==> config.mk <==
export PLATFORM = sky130hd
export DESIGN_NAME = uart_mmio
export DESIGN_NICKNAME = d
export VERILOG_FILES = /design/src/rtl/uart_mmio.sv
export SDC_FILE = /design/constraint.sdc
export NUM_CORES = 1
export LEC_CHECK = 0
export ABC_AREA = 1
export BUFFER_PORTS_ARGS = -buffer_cell sky130_fd_sc_hd__buf_2
export CAP_MARGIN = 5
export CELL_PAD_IN_SITES_DETAIL_PLACEMENT = 1
export CELL_PAD_IN_SITES_GLOBAL_PLACEMENT = 2
export CORE_UTILIZATION = 33
export CTS_CLUSTER_DIAMETER = 50
export DETAILED_ROUTE_END_ITERATION = 8
export PLACE_DENSITY = 0.93
export RECOVER_POWER = 100
export SYNTH_ARGS = -nofsm -noshare
export SYNTH_HDL_FRONTEND = slang
export SYNTH_SLANG_ARGS = --single-unit
==> constraint.sdc <==
create_clock -name sysclk -period 3.4 [get_ports sysclk]
set_input_delay 0.34 -clock sysclk [delete_from_list [all_inputs] [get_ports sysclk]]
set_output_delay 0.34 -clock sysclk [all_outputs]
set_load 0.1 [all_outputs]
==> src/rtl/uart_mmio.sv <==
// Memory-mapped 8N1 UART for the single-cycle MIPS data bus: TX FIFO, RX holding register,
// status/control register and level interrupt, all timed by a 16x oversample tick on sysclk.
`timescale 1ns/1ps
module uart_mmio #(
    parameter int CLK_FREQ   = 100000000,
    parameter int BAUD       = 9600,
    parameter int FIFO_DEPTH = 4
) (
    input  logic        sysclk,
    input  logic        reset,
    input  logic [31:0] addr,
    input  logic [31:0] wdata,
    input  logic        MemRead,
    input  logic        MemWrite,
    output logic [31:0] rdata,
    input  logic        PC_Uart_rxd,
    output logic        PC_Uart_txd,
    output logic        irq
);
    localparam int DIV = CLK_FREQ / (BAUD * 16);
    localparam int CW  = (DIV > 1) ? $clog2(DIV) : 1;
    localparam int PW  = $clog2(FIFO_DEPTH);

    typedef enum logic [1:0] {TX_IDLE, TX_START, TX_DATA, TX_STOP} tx_state_t;
    typedef enum logic [1:0] {RX_IDLE, RX_START, RX_DATA, RX_STOP} rx_state_t;

    logic          sel_txd, sel_rxd, sel_con;
    logic          push, rd_rxd, con_wr;
    logic [CW-1:0] tick_cnt;
    logic          tick;
    logic [7:0]    fifo_mem [FIFO_DEPTH];
    logic [PW-1:0] wr_ptr, rd_ptr;
    logic [PW:0]   fifo_cnt;
    logic          fifo_full, fifo_empty, tx_pop;
    tx_state_t     tx_state;
    logic [3:0]    tx_sub;
    logic [2:0]    tx_bit;
    logic [7:0]    tx_shift;
    rx_state_t     rx_state;
    logic          rx_s1, rx_s2;
    logic [3:0]    rx_sub;
    logic [2:0]    rx_bit;
    logic [7:0]    rx_shift, rx_byte;
    logic          rx_valid, overrun, ferr;
    logic          tx_ie, rx_ie;
    logic          tx_empty_idle;
    logic          unused_wdata;

    assign sel_txd       = (addr == 32'h4000_0018);
    assign sel_rxd       = (addr == 32'h4000_001C);
    assign sel_con       = (addr == 32'h4000_0020);
    assign push          = MemWrite & sel_txd & ~fifo_full;
    assign rd_rxd        = MemRead & sel_rxd;
    assign con_wr        = MemWrite & sel_con;
    assign tick          = (tick_cnt == CW'(DIV - 1));
    assign fifo_full     = (fifo_cnt == (PW+1)'(FIFO_DEPTH));
    assign fifo_empty    = (fifo_cnt == '0);
    assign tx_empty_idle = fifo_empty & (tx_state == TX_IDLE);
    assign unused_wdata  = ^wdata[31:7];

    // The FSM consumes the head entry on exactly these ticks; the FIFO pointers follow this.
    assign tx_pop = tick & ~fifo_empty &
                    ((tx_state == TX_IDLE) | ((tx_state == TX_STOP) & (tx_sub == 4'd15)));

    always_ff @(posedge sysclk) begin
        if (reset || tick) tick_cnt <= '0;
        else               tick_cnt <= tick_cnt + CW'(1);
    end

    always_ff @(posedge sysclk) begin
        if (reset) begin
            wr_ptr   <= '0;
            rd_ptr   <= '0;
            fifo_cnt <= '0;
        end else begin
            if (push) begin
                fifo_mem[wr_ptr] <= wdata[7:0];
                wr_ptr           <= wr_ptr + PW'(1);
            end
            if (tx_pop) rd_ptr <= rd_ptr + PW'(1);
            if (push && !tx_pop)      fifo_cnt <= fifo_cnt + (PW+1)'(1);
            else if (!push && tx_pop) fifo_cnt <= fifo_cnt - (PW+1)'(1);
        end
    end

    always_ff @(posedge sysclk) begin
        if (reset) begin
            tx_state    <= TX_IDLE;
            PC_Uart_txd <= 1'b1;
            tx_sub      <= '0;
            tx_bit      <= '0;
            tx_shift    <= '0;
        end else if (tick) begin
            case (tx_state)
                TX_IDLE: if (tx_pop) begin
                    tx_state    <= TX_START;
                    PC_Uart_txd <= 1'b0;
                    tx_sub      <= '0;
                    tx_shift    <= fifo_mem[rd_ptr];
                end
                TX_START: if (tx_sub == 4'd15) begin
                    tx_state    <= TX_DATA;
                    PC_Uart_txd <= tx_shift[0];
                    tx_sub      <= '0;
                    tx_bit      <= '0;
                end else tx_sub <= tx_sub + 4'd1;
                TX_DATA: if (tx_sub == 4'd15) begin
                    tx_sub <= '0;
                    if (tx_bit == 3'd7) begin
                        tx_state    <= TX_STOP;
                        PC_Uart_txd <= 1'b1;
                    end else begin
                        tx_bit      <= tx_bit + 3'd1;
                        tx_shift    <= {1'b0, tx_shift[7:1]};
                        PC_Uart_txd <= tx_shift[1];
                    end
                end else tx_sub <= tx_sub + 4'd1;
                TX_STOP: if (tx_sub == 4'd15) begin
                    tx_sub <= '0;
                    if (tx_pop) begin
                        tx_state    <= TX_START;
                        PC_Uart_txd <= 1'b0;
                        tx_shift    <= fifo_mem[rd_ptr];
                    end else tx_state <= TX_IDLE;
                end else tx_sub <= tx_sub + 4'd1;
                default: tx_state <= TX_IDLE;
            endcase
        end
    end

    always_ff @(posedge sysclk) begin
        if (reset) begin
            rx_s1 <= 1'b1;
            rx_s2 <= 1'b1;
        end else begin
            rx_s1 <= PC_Uart_rxd;
            rx_s2 <= rx_s1;
        end
    end

    // Flag clears come first so a same-cycle frame completion overrides them.
    always_ff @(posedge sysclk) begin
        if (reset) begin
            rx_state <= RX_IDLE;
            rx_sub   <= '0;
            rx_bit   <= '0;
            rx_shift <= '0;
            rx_byte  <= '0;
            rx_valid <= 1'b0;
            overrun  <= 1'b0;
            ferr     <= 1'b0;
        end else begin
            if (rd_rxd)               rx_valid <= 1'b0;
            if (con_wr && wdata[5])   overrun  <= 1'b0;
            if (con_wr && wdata[6])   ferr     <= 1'b0;
            if (tick) begin
                case (rx_state)
                    RX_IDLE: if (!rx_s2) begin
                        rx_state <= RX_START;
                        rx_sub   <= '0;
                    end
                    RX_START: if (rx_sub == 4'd7) begin
                        rx_sub <= '0;
                        rx_bit <= '0;
                        rx_state <= rx_s2 ? RX_IDLE : RX_DATA;
                    end else rx_sub <= rx_sub + 4'd1;
                    RX_DATA: if (rx_sub == 4'd15) begin
                        rx_sub   <= '0;
                        rx_shift <= {rx_s2, rx_shift[7:1]};
                        if (rx_bit == 3'd7) rx_state <= RX_STOP;
                        else                rx_bit   <= rx_bit + 3'd1;
                    end else rx_sub <= rx_sub + 4'd1;
                    RX_STOP: if (rx_sub == 4'd15) begin
                        rx_sub   <= '0;
                        rx_state <= RX_IDLE;
                        if (rx_s2) begin
                            rx_byte  <= rx_shift;
                            rx_valid <= 1'b1;
                            if (rx_valid && !rd_rxd) overrun <= 1'b1;
                        end else ferr <= 1'b1;
                    end else rx_sub <= rx_sub + 4'd1;
                    default: rx_state <= RX_IDLE;
                endcase
            end
        end
    end

    always_ff @(posedge sysclk) begin
        if (reset) begin
            tx_ie <= 1'b0;
            rx_ie <= 1'b0;
            irq   <= 1'b0;
        end else begin
            if (con_wr) begin
                tx_ie <= wdata[0];
                rx_ie <= wdata[1];
            end
            irq <= (tx_ie & ~fifo_full) | (rx_ie & rx_valid);
        end
    end

    always_comb begin
        rdata = '0;
        if (sel_rxd) rdata = {24'b0, rx_byte};
        if (sel_con) rdata = {25'b0, ferr, overrun, rx_valid, tx_empty_idle, fifo_full, rx_ie, tx_ie};
    end
endmodule

== Word-level counts from Yosys, hierarchy flattened ==
Memories as Yosys holds them, arrays and structs flattened. A register that Yosys moved wholly into a read port is not among the register bits.
Index checks and enable logic that the tools add are counted.

* RAM bits: 32
* Bits in read-only memories: 0
* Bits in registers: 68
* Logic and storage cells: 167
* Latch bits: 0
* Memories: 1
* Bits of input ports: 69
* Output and inout bits: 34

* Muxes and demuxes: 65
* Divide/modulo/power cells: 0
* $add $sub $neg: 9
* Order comparisons: 0
* Eq/ne operators: 28
* Multipliers: 0
* Reduce and logical (&&, ||, !) cells: 28
* Bitwise gates (word level): 14
* Shift-type cells: 0

{| class="wikitable"
|+ Memories
! memory !! words !! width !! read ports !! clocked after memory_dff !! wr ports !! line !! source
|-
| fifo_mem || 4 || 8 || 1 || 1 || 1 || 31 || <nowiki>logic [7:0] fifo_mem [FIFO_DEPTH];</nowiki>
|}

{| class="wikitable"
|+ Operators by type and width
! operator !! number
|-
| == test 32 x 31 -> 1 bit (second input constant) || 3
|-
| 2-to-1 mux 8 bit || 5
|-
| 2-to-1 mux 32 bit || 1
|-
| 2-to-1 mux 2 bit || 13
|-
| 2-to-1 mux 1 bit || 25
|-
| 2-to-1 mux 3 bit || 8
|-
| one-hot mux 8 bit (3 select lines) || 1
|-
| != test 2 bit (second input constant) || 11
|-
| 2-to-1 mux 4 bit || 5
|-
| one-hot mux 2 bit (4 select lines) || 2
|-
| AND reduction 5 bit || 3
|-
| one-hot mux 3 bit (2 select lines) || 2
|-
| one-hot mux 4 bit (3 select lines) || 1
|-
| AND reduction 6 bit || 2
|-
| adder 10 x 1 -> 10 bit (second input constant) || 1
|-
| AND 1 bit || 10
|-
| == test 10 bit (second input constant) || 1
|-
| adder 3 x 1 -> 3 bit (second input constant) || 3
|-
| == test 3 bit (second input constant) || 3
|-
| adder 4 x 1 -> 4 bit (second input constant) || 2
|-
| == test 2 bit (second input constant) || 4
|-
| == test 4 bit (second input constant) || 2
|-
| one-hot mux 4 bit (2 select lines) || 1
|-
| AND reduction 4 bit || 2
|-
| other kinds (19) || 33
|}

== Depth between registers and ports, before layout ==
Gate-level depths: netlist of run 1.

* Depth in word-level cells: 9
* Gate-level depth with buffers: 16

== Least setup slack after synthesis of run 1 ==
Ideal clock, no wire load.

* Path type: in2out
* Start point: input port addr[30]
* End point: output port rdata[7]
* Slack: -667 ps
* Buffers on the path: 0
* Data arrival time: 3727 ps
* Stages: 8
* Cells stage by stage: inv_1 -> nor2_1 -> nand2_1 -> nor2_1 -> inv_1 -> nor2_1 -> nand3_1 -> nor4_1

* Cells in the longest elaborated chain, start to end: 3
* Elaborated cells on any way between the ends: 4
* Classes of those cells: 2 x eq/ne; 2 x mux

{| class="wikitable"
|+ RTL lines
! item !! line !! source
|-
| start: declaration || 11 || <nowiki>input logic [31:0] addr,</nowiki>
|-
| == test 32 x 31 -> 1 bit || 50 || <nowiki>assign sel_rxd = (addr == 32'h4000_001C);</nowiki>
|-
| 2-to-1 mux 8 bit || 204 || <nowiki>if (sel_rxd) rdata = {24'b0, rx_byte};</nowiki>
|-
| 2-to-1 mux 32 bit (*) || 205 || <nowiki>if (sel_con) rdata = {25'b0, ferr, overrun, rx_valid, tx_empty_idle, fifo_full, rx_ie, tx_ie};</nowiki>
|-
| end: declaration || 15 || <nowiki>output logic [31:0] rdata,</nowiki>
|}

Mark *: on every way between the ends. The rest lies on a longest branch, timed or not.

== Final worst setup path of run 1 ==
* Start point: register tick_cnt[0]
* End point: register fifo_cnt[1]

* Cells in the longest elaborated chain, start to end: 6
* Elaborated cells on any way between the ends: 8
* Classes of those cells: 1 x eq/ne; 1 x mux; 2 x bitwise; 4 x reduce/logical

{| class="wikitable"
|+ RTL lines
! item !! line !! source
|-
| start: declaration || 29 || <nowiki>logic [CW-1:0] tick_cnt;</nowiki>
|-
| start signal: assignment || 67 || <nowiki>else tick_cnt <= tick_cnt + CW'(1);</nowiki>
|-
| == test 10 bit (*) || 55 || <nowiki>assign tick = (tick_cnt == CW'(DIV - 1));</nowiki>
|-
| AND 1 bit (*) (2 in series) || 62 || <nowiki>assign tx_pop = tick & ~fifo_empty &</nowiki>
|-
| logical NOT 1 bit || 81 || <nowiki>if (push && !tx_pop) fifo_cnt <= fifo_cnt + (PW+1)'(1);</nowiki>
|-
| logical AND 1 bit || 81 ||
|-
| 2-to-1 mux 3 bit / nonzero test 2 bit (equally long branches) || n/a ||
|-
| end signal: assignment || 81 ||
|-
| end signal: assignment || 82 || <nowiki>else if (!push && tx_pop) fifo_cnt <= fifo_cnt - (PW+1)'(1);</nowiki>
|-
| end: declaration || 33 || <nowiki>logic [PW:0] fifo_cnt;</nowiki>
|}

Marked as above.
A chain may end at the register's enable or synchronous reset.

==> results_dict.tcl, run 1 <==
set metrics [dict create \
    outcome "complete, but fails checks" \
    violations "max-capacitance violations, max-slew violations" \
    clock_latency_ps 350 \
    hold_start "PC_Uart_rxd" \
    relSlewSlack -0.117 \
    port_buffers 54 \
    cts_hold_repair.buffers 0 \
    die_x_um 128 \
    cpMostUsedCell "inv_1" \
    fmax_mhz 360 \
    slowest_stage "nor2_1" \
    final_hold_viol_count 0 \
    via_count 4317 \
    required_ps 3630 \
    power.density_nw_per_um2 425 \
    final_cells 929 \
    drtIter0Drc 168 \
    avgSynthCellArea_um2 7.88 \
    finalWirelength_mm 12.5 \
    design.core.area_um2 15300 \
    antennaDiodeCount 0 \
    design_power_total_w 0.00247 \
    postCtsResizedCells 0 \
    ant_nets 0 \
    synth-seq-cells 102 \
    ys_seq_area_frac 0.453 \
    regToRegStartpoint "tick_cnt[0]" \
    async_flop_share 0 \
    synthToLayoutAreaGrowth_pct 11.3 \
    synth_edf_count 32 \
    yosysWarnings 0 \
    grt_util_all_layers 0.163 \
    ys_top_cells_by_area "dfxtp_1, edfxtp_1, nor2_1" \
    grt_max_degree 39 \
    ctsRootBufferMaster "clkbuf_16" \
    die_h_um 128 \
    drc_errors 0 \
    initial_core_util 0.341 \
    htree_levels 3 \
    post-cts-setup-buffers 0 \
    worst-path-buf-inv 3 \
    max_stage_delay_ps 490 \
    place.gp.congestion 0.781 \
    critPathLaunchType "flip-flop" \
    p_leak_nw 2.34 \
    peakVddDrop_v 0.000288 \
    arrival_ps 3010 \
    crit_type "flip-flop to flip-flop" \
    tightest_slew_ps 1680 \
    avgViaCountPerCell 4.65 \
    skew_ps 11.0 \
    cts_tree "yes" \
    cts.path.max_buffers 2 \
    syn_area_um2 5220 \
    period_share 0.817 \
    syn_inst 662 \
    worstSetupStartpoint "tick_cnt[0]" \
    yosys.area.top_type "dfxtp_1" \
    antenna_found_initial 0 \
    fillers 1911 \
    cts_sinks 102 \
    synth.distinct_cells 45 \
    yosys.area.top_type_share 0.269 \
    drive_gt1_frac 0.123 \
    dieArea_um2 16300 \
    hold_class "primary input to flip-flop" \
    cp_max_fo 6 \
    fin_nets 801 \
    drv_cap 1 \
    synth-main-ff-cell "dfxtp_1" \
    grt_pass1_vias 4469 \
    report.final.slew_viol_count 39 \
    cts-buffers-inserted 9 \
    wl_per_cell_um 13.5 \
    rows 45 \
    dr.pass1.iters 4 \
    gr-total-overflow 0 \
    critPathCaptureType "flip-flop" \
    setup-violations-final 0 \
    rsz0062_at_grt "no" \
    utilization 0.379 \
    placed_cells 913 \
    layout_min_cycle_time_ps 2780 \
    clkTransAtPathRegs_ps 70 \
    grt_pass1_wl_mm 21.2 \
    crit_family "simple AND/OR/NAND/NOR gates" \
    whs_ps 181 \
    io-pin-count 103 \
    post-dp-hpwl_mm 9.38 \
    path_cells "inv_1 -> ha_1 -> inv_1 -> nor2_1 -> nand3_4 -> nor2_1 -> nand3_4 -> ha_1 -> inv_1 -> fa_1 -> o21ai_0 -> a21oi_1" \
]
[cells in the final DEF (no fill, tap or decap), types with 7 or more instances in the layout]
cell type / Yosys / layout
a21oi_1: 40 / 41
buf_2: 5 / 41
clkbuf_1: 7 / 13
clkbuf_16: 0 / 9
conb_1: 1 / 24
dfxtp_1: 70 / 70
edfxtp_1: 32 / 32
ha_1: 18 / 18
inv_1: 68 / 68
nand2_1: 111 / 111
nand3_1: 28 / 29
nand4_1: 7 / 7
nor2_1: 125 / 128
nor3_1: 8 / 9
o21ai_0: 48 / 59
[stage by stage]
stage / setup TNS, ps / instance area (µm²) / worst slack, ps
after global routing: 0 / 5810 / 360
after CTS: 0 / 5890 / 890
after detailed placement: 0 / 5600 / 881
final: 0 / 5810 / 624
after floorplan: -157 / 5310 / -78.6
after global placement: 0 / 5600 / 937
[final timing paths]
check / to / slack (ps) / depth (start not counted)
worst min-delay path: rx_s1 / 180 / 2
worst max-delay path: fifo_cnt[1] / 620 / 12
worst min register to register: rx_s2 / 410 / 1
worst max register to register: fifo_cnt[1] / 620 / 12
[per-layer routing]
metal / track usage / part of all wire
met1: 0.196 / 0.45
met2: 0.300 / 0.52
met3: 0.0321 / 0.020
met4: 0.0332 / 0.0063
met5: 0 / 0
[power breakdown]
part           switching [W]  internal [W]
sequential        0.00000533       0.00126
clock               0.000500      0.000516
combinational       0.000163     0.0000296
total               0.000668       0.00180
[final cells by class]
type | instances | area (µm²) | area share
clock buffers | 9 | 225 | 0.0388
clock inverters | 7 | 62.6 | 0.0108
inverters | 74 | 283 | 0.0487
multi-input cells | 471 | 2350 | 0.405
flip-flops and latches | 102 | 2360 | 0.407
well taps | 211 | 264 | 0.0455
repair buffers | 55 | 259 | 0.0446
[worst register-to-register path, delay by kind of cell (launching register included)]
| family | cells | cell delay (ps) |
|---|---|---|
| flip-flops | 1 | 360 |
| AO/OA/AOI/OAI | 2 | 220 |
| buffers and inverters | 3 | 240 |
| adder cells (fa/ha/maj) | 3 | 840 |
| AND/OR/NAND/NOR | 4 | 1010 |
[synthesized netlist by cell type (2+ instances only)]
| master | n |
|---|---|
| nor2_1 | 125 |
| nand2_1 | 111 |
| dfxtp_1 | 70 |
| inv_1 | 68 |
| o21ai_0 | 48 |
| a21oi_1 | 40 |
| edfxtp_1 | 32 |
| nand3_1 | 28 |
| buf_4 | 24 |
| ha_1 | 18 |
| o21ai_1 | 11 |
| nor3_1 | 8 |
| clkbuf_1 | 7 |
| nand4_1 | 7 |
| nor2_2 | 7 |
| buf_2 | 5 |
| inv_2 | 5 |
| nand2_2 | 5 |
| nand3_4 | 4 |
| nor3b_1 | 3 |
| nor4_1 | 3 |
| a211oi_1 | 2 |
| a21oi_2 | 2 |
| nand3_2 | 2 |
| nor2_4 | 2 |
| o211a_1 | 2 |
| o21ai_2 | 2 |
| o21bai_1 | 2 |
| or2_2 | 2 |
| xor2_1 | 2 |
[sequential cells by signal, indices dropped and copies added, names as in the netlist, 2 cells and up, named ones only]
register and cells:
tx_sub 4, tx_state 2, rx_shift 8, rx_bit 3, tx_shift 8, wr_ptr 2
rx_byte 8, tx_bit 3, fifo_cnt 3, fifo_mem 32, tick_cnt 10, rx_sub 4
rd_ptr 2
[cells by family (layout without fill, tap and decap cells)]
family / count (synthesis) / count (layout) / share of synthesized area
buffers and inverters: 112 / 145 / 0.101
AOI/OAI and AO/OA: 111 / 111 / 0.116
xor gates and xnor gates: 2 / 2 / 0.00336
DFF: 102 / 102 / 0.453
other: 1 / 24 / 0.000719
and+or+nand+nor: 315 / 315 / 0.279
adders and majority gates: 19 / 19 / 0.0470
(Power assumes the default switching activity.)
==> inputs of run 2 (changes only) <==
Settings changed: CORE_UTILIZATION 33 to 29, PLACE_DENSITY 0.93 to 0.88.
Clock period 3.4 ns to 2.3 ns, I/O delays scaled along.
==> run 2 against run 1 <==
Net effect:
- the flow now finishes without violations
- routed wire length decreased by 3.6%
- first-iteration DRC count fell by 18%
- critical path depth did not move
- utilization decreased by 3.4 points
- critical endpoint is now fifo_cnt[2]
- largest power group unchanged
==> results_dict.tcl, run 2 (synthesis results as in run 1) <==
set metrics [dict create \
    combPwrFrac 0.078 \
    port_buffers 54 \
    finalInstanceArea_um2 6010 \
    io-pin-count 103 \
    ant_nets 0 \
    clock_latency_ps 360 \
    p_int_w 0.00267 \
    reg2reg_slack_ps 180 \
    final_cell_mix "nor2_1, nand2_1, inv_1, dfxtp_1, o21ai_0" \
    fin_nets 814 \
    seq_power_share 0.511 \
    cts_tree "yes" \
    grt_util_all_layers 0.143 \
    ctsRootBufferMaster "clkbuf_16" \
    synthToLayoutAreaGrowth_pct 15.2 \
    max_stage_delay_ps 380 \
    dpl_cell_area_um2 5830 \
    via_count 4212 \
    initial_core_util 0.299 \
    cts-buffers-inserted 9 \
    cts_sinks 102 \
    power.density_nw_per_um2 608 \
    tightest_slew_ps 1220 \
    drive_gt1_frac 0.137 \
    period_share 0.923 \
    drv_cap 0 \
    report.final.slew_viol_count 0 \
    path_cells "inv_1 -> ha_1 -> o21bai_2 -> nand3_4 -> ha_1 -> inv_1 -> fa_1 -> nor2_1 -> nor2_1 -> nand2_1 -> o21ai_0 -> a21oi_1" \
    drtIter0Drc 138 \
    largest_reg_flops 32 \
    arrival_ps 2420 \
    crit_type "flip-flop to flip-flop" \
    die_x_um 136 \
    peakVddDrop_v 0.000428 \
    die_h_um 136 \
    wl_per_cell_um 12.6 \
    post-cts-setup-buffers 0 \
    power.switching_w 0.000984 \
    outcome "completed" \
    drc_errors 0 \
    post-dp-hpwl_mm 9.09 \
    p_sw_frac 0.270 \
    dieArea_um2 18500 \
    cp_max_fo 5 \
    antennaDiodeCount 0 \
    critPathLaunchType "flip-flop" \
    relSlewSlack 0.192 \
    avgViaCountPerCell 4.41 \
    grt_pass1_vias 4367 \
    cts.path.max_buffers 2 \
    layout_min_cycle_time_ps 2120 \
    skew_ps 9.04 \
    dr.pass1.iters 4 \
    gr-total-overflow 0 \
    slowest_stage "fa_1" \
    clkTransAtPathRegs_ps 70 \
    setup-violations-final 0 \
    pwr-share-clk 0.411 \
    hold_class "primary input to flip-flop" \
    rsz0062_at_grt "no" \
    required_ps 2590 \
    critPathCaptureType "flip-flop" \
    antenna_found_initial 0 \
    final_common_cell "nor2_1" \
    regMostFlops "fifo_mem" \
    finalWirelength_mm 12.0 \
    grt_max_degree 34 \
    grt_pass1_wl_mm 20.6 \
    rows 48 \
    final_hold_viol_count 0 \
    design.core.area_um2 17400 \
    place.gp.congestion 0.773 \
    htree_levels 3 \
    top_regs "fifo_mem: 32 flops, tick_cnt: 10 flops" \
    p_leak_nw 2.42 \
    fmax_mhz 471 \
    whs_ps 49.0 \
]
-- run 2: critical path: cells and delay by family, from the launching register on --
kind	cells	cell delay, ps
fa+ha+maj	3	770
compound gates	3	420
simple gates	4	340
buf+inv	2	150
flops	1	370
-- run 2: area by class of cell --
| type | count | area, µm² |
|---|---|---|
| Fill cell | 2181 | 11400 |
| Multi-Input combinational cell | 471 | 2380 |
| Sequential cell | 102 | 2370 |
| Timing Repair Buffer | 68 | 409 |
| Inverter | 74 | 282 |
| Tap cell | 225 | 282 |
| Clock buffer | 9 | 225 |
| Clock inverter | 7 | 65.1 |
-- run 2: final timing paths --
kind                from           to  cells after the start
max          tx_state[0]  fifo_cnt[2]                     12
min          PC_Uart_rxd        rx_s1                      2
max reg2reg  tx_state[0]  fifo_cnt[2]                     12
min reg2reg        rx_s1        rx_s2                      1
-- run 2: power by group through the flow --
stage	Combinational, W	Sequential (W)	Clock [W]
2_1_floorplan	0.000253	0.00190	0
5_1_grt	0.000305	0.00187	0.00165
6_report	0.000286	0.00186	0.00150
3_3_place_gp	0.000287	0.00191	0
3_5_place_dp	0.000290	0.00191	0
4_1_cts	0.000290	0.00186	0.00155
-- run 2: through the flow --
| step | total power [W] | TNS (ps) | worst slack, ps | cells | utilization |
|---|---|---|---|---|---|
| after CTS | 0.00371 | 0 | 56.5 | 956 | 0.352 |
| final | 0.00365 | 0 | 176 | 956 | 0.345 |
| after global routing | 0.00382 | 0 | 2.02 | 956 | 0.345 |
| after detailed placement | 0.00220 | 0 | 79.3 | 940 | 0.335 |
| after floorplan | 0.00216 | -407 | -203 | 685 | - |
| after global placement | 0.00219 | 0 | 116 | 940 | 0.335 |
-- run 2: timing repair --
item / CTS / global route
gates resized for setup: 0 / 9
hold buffers: 0 / 0
setup endpoints to repair: 0 / 5
-- run 2: per-layer routing --
layer	wire [µm]	GRT usage
met5	0	0
met4	218	0.0543
met1	5650	0.171
met2	5900	0.246
met3	278	0.0336
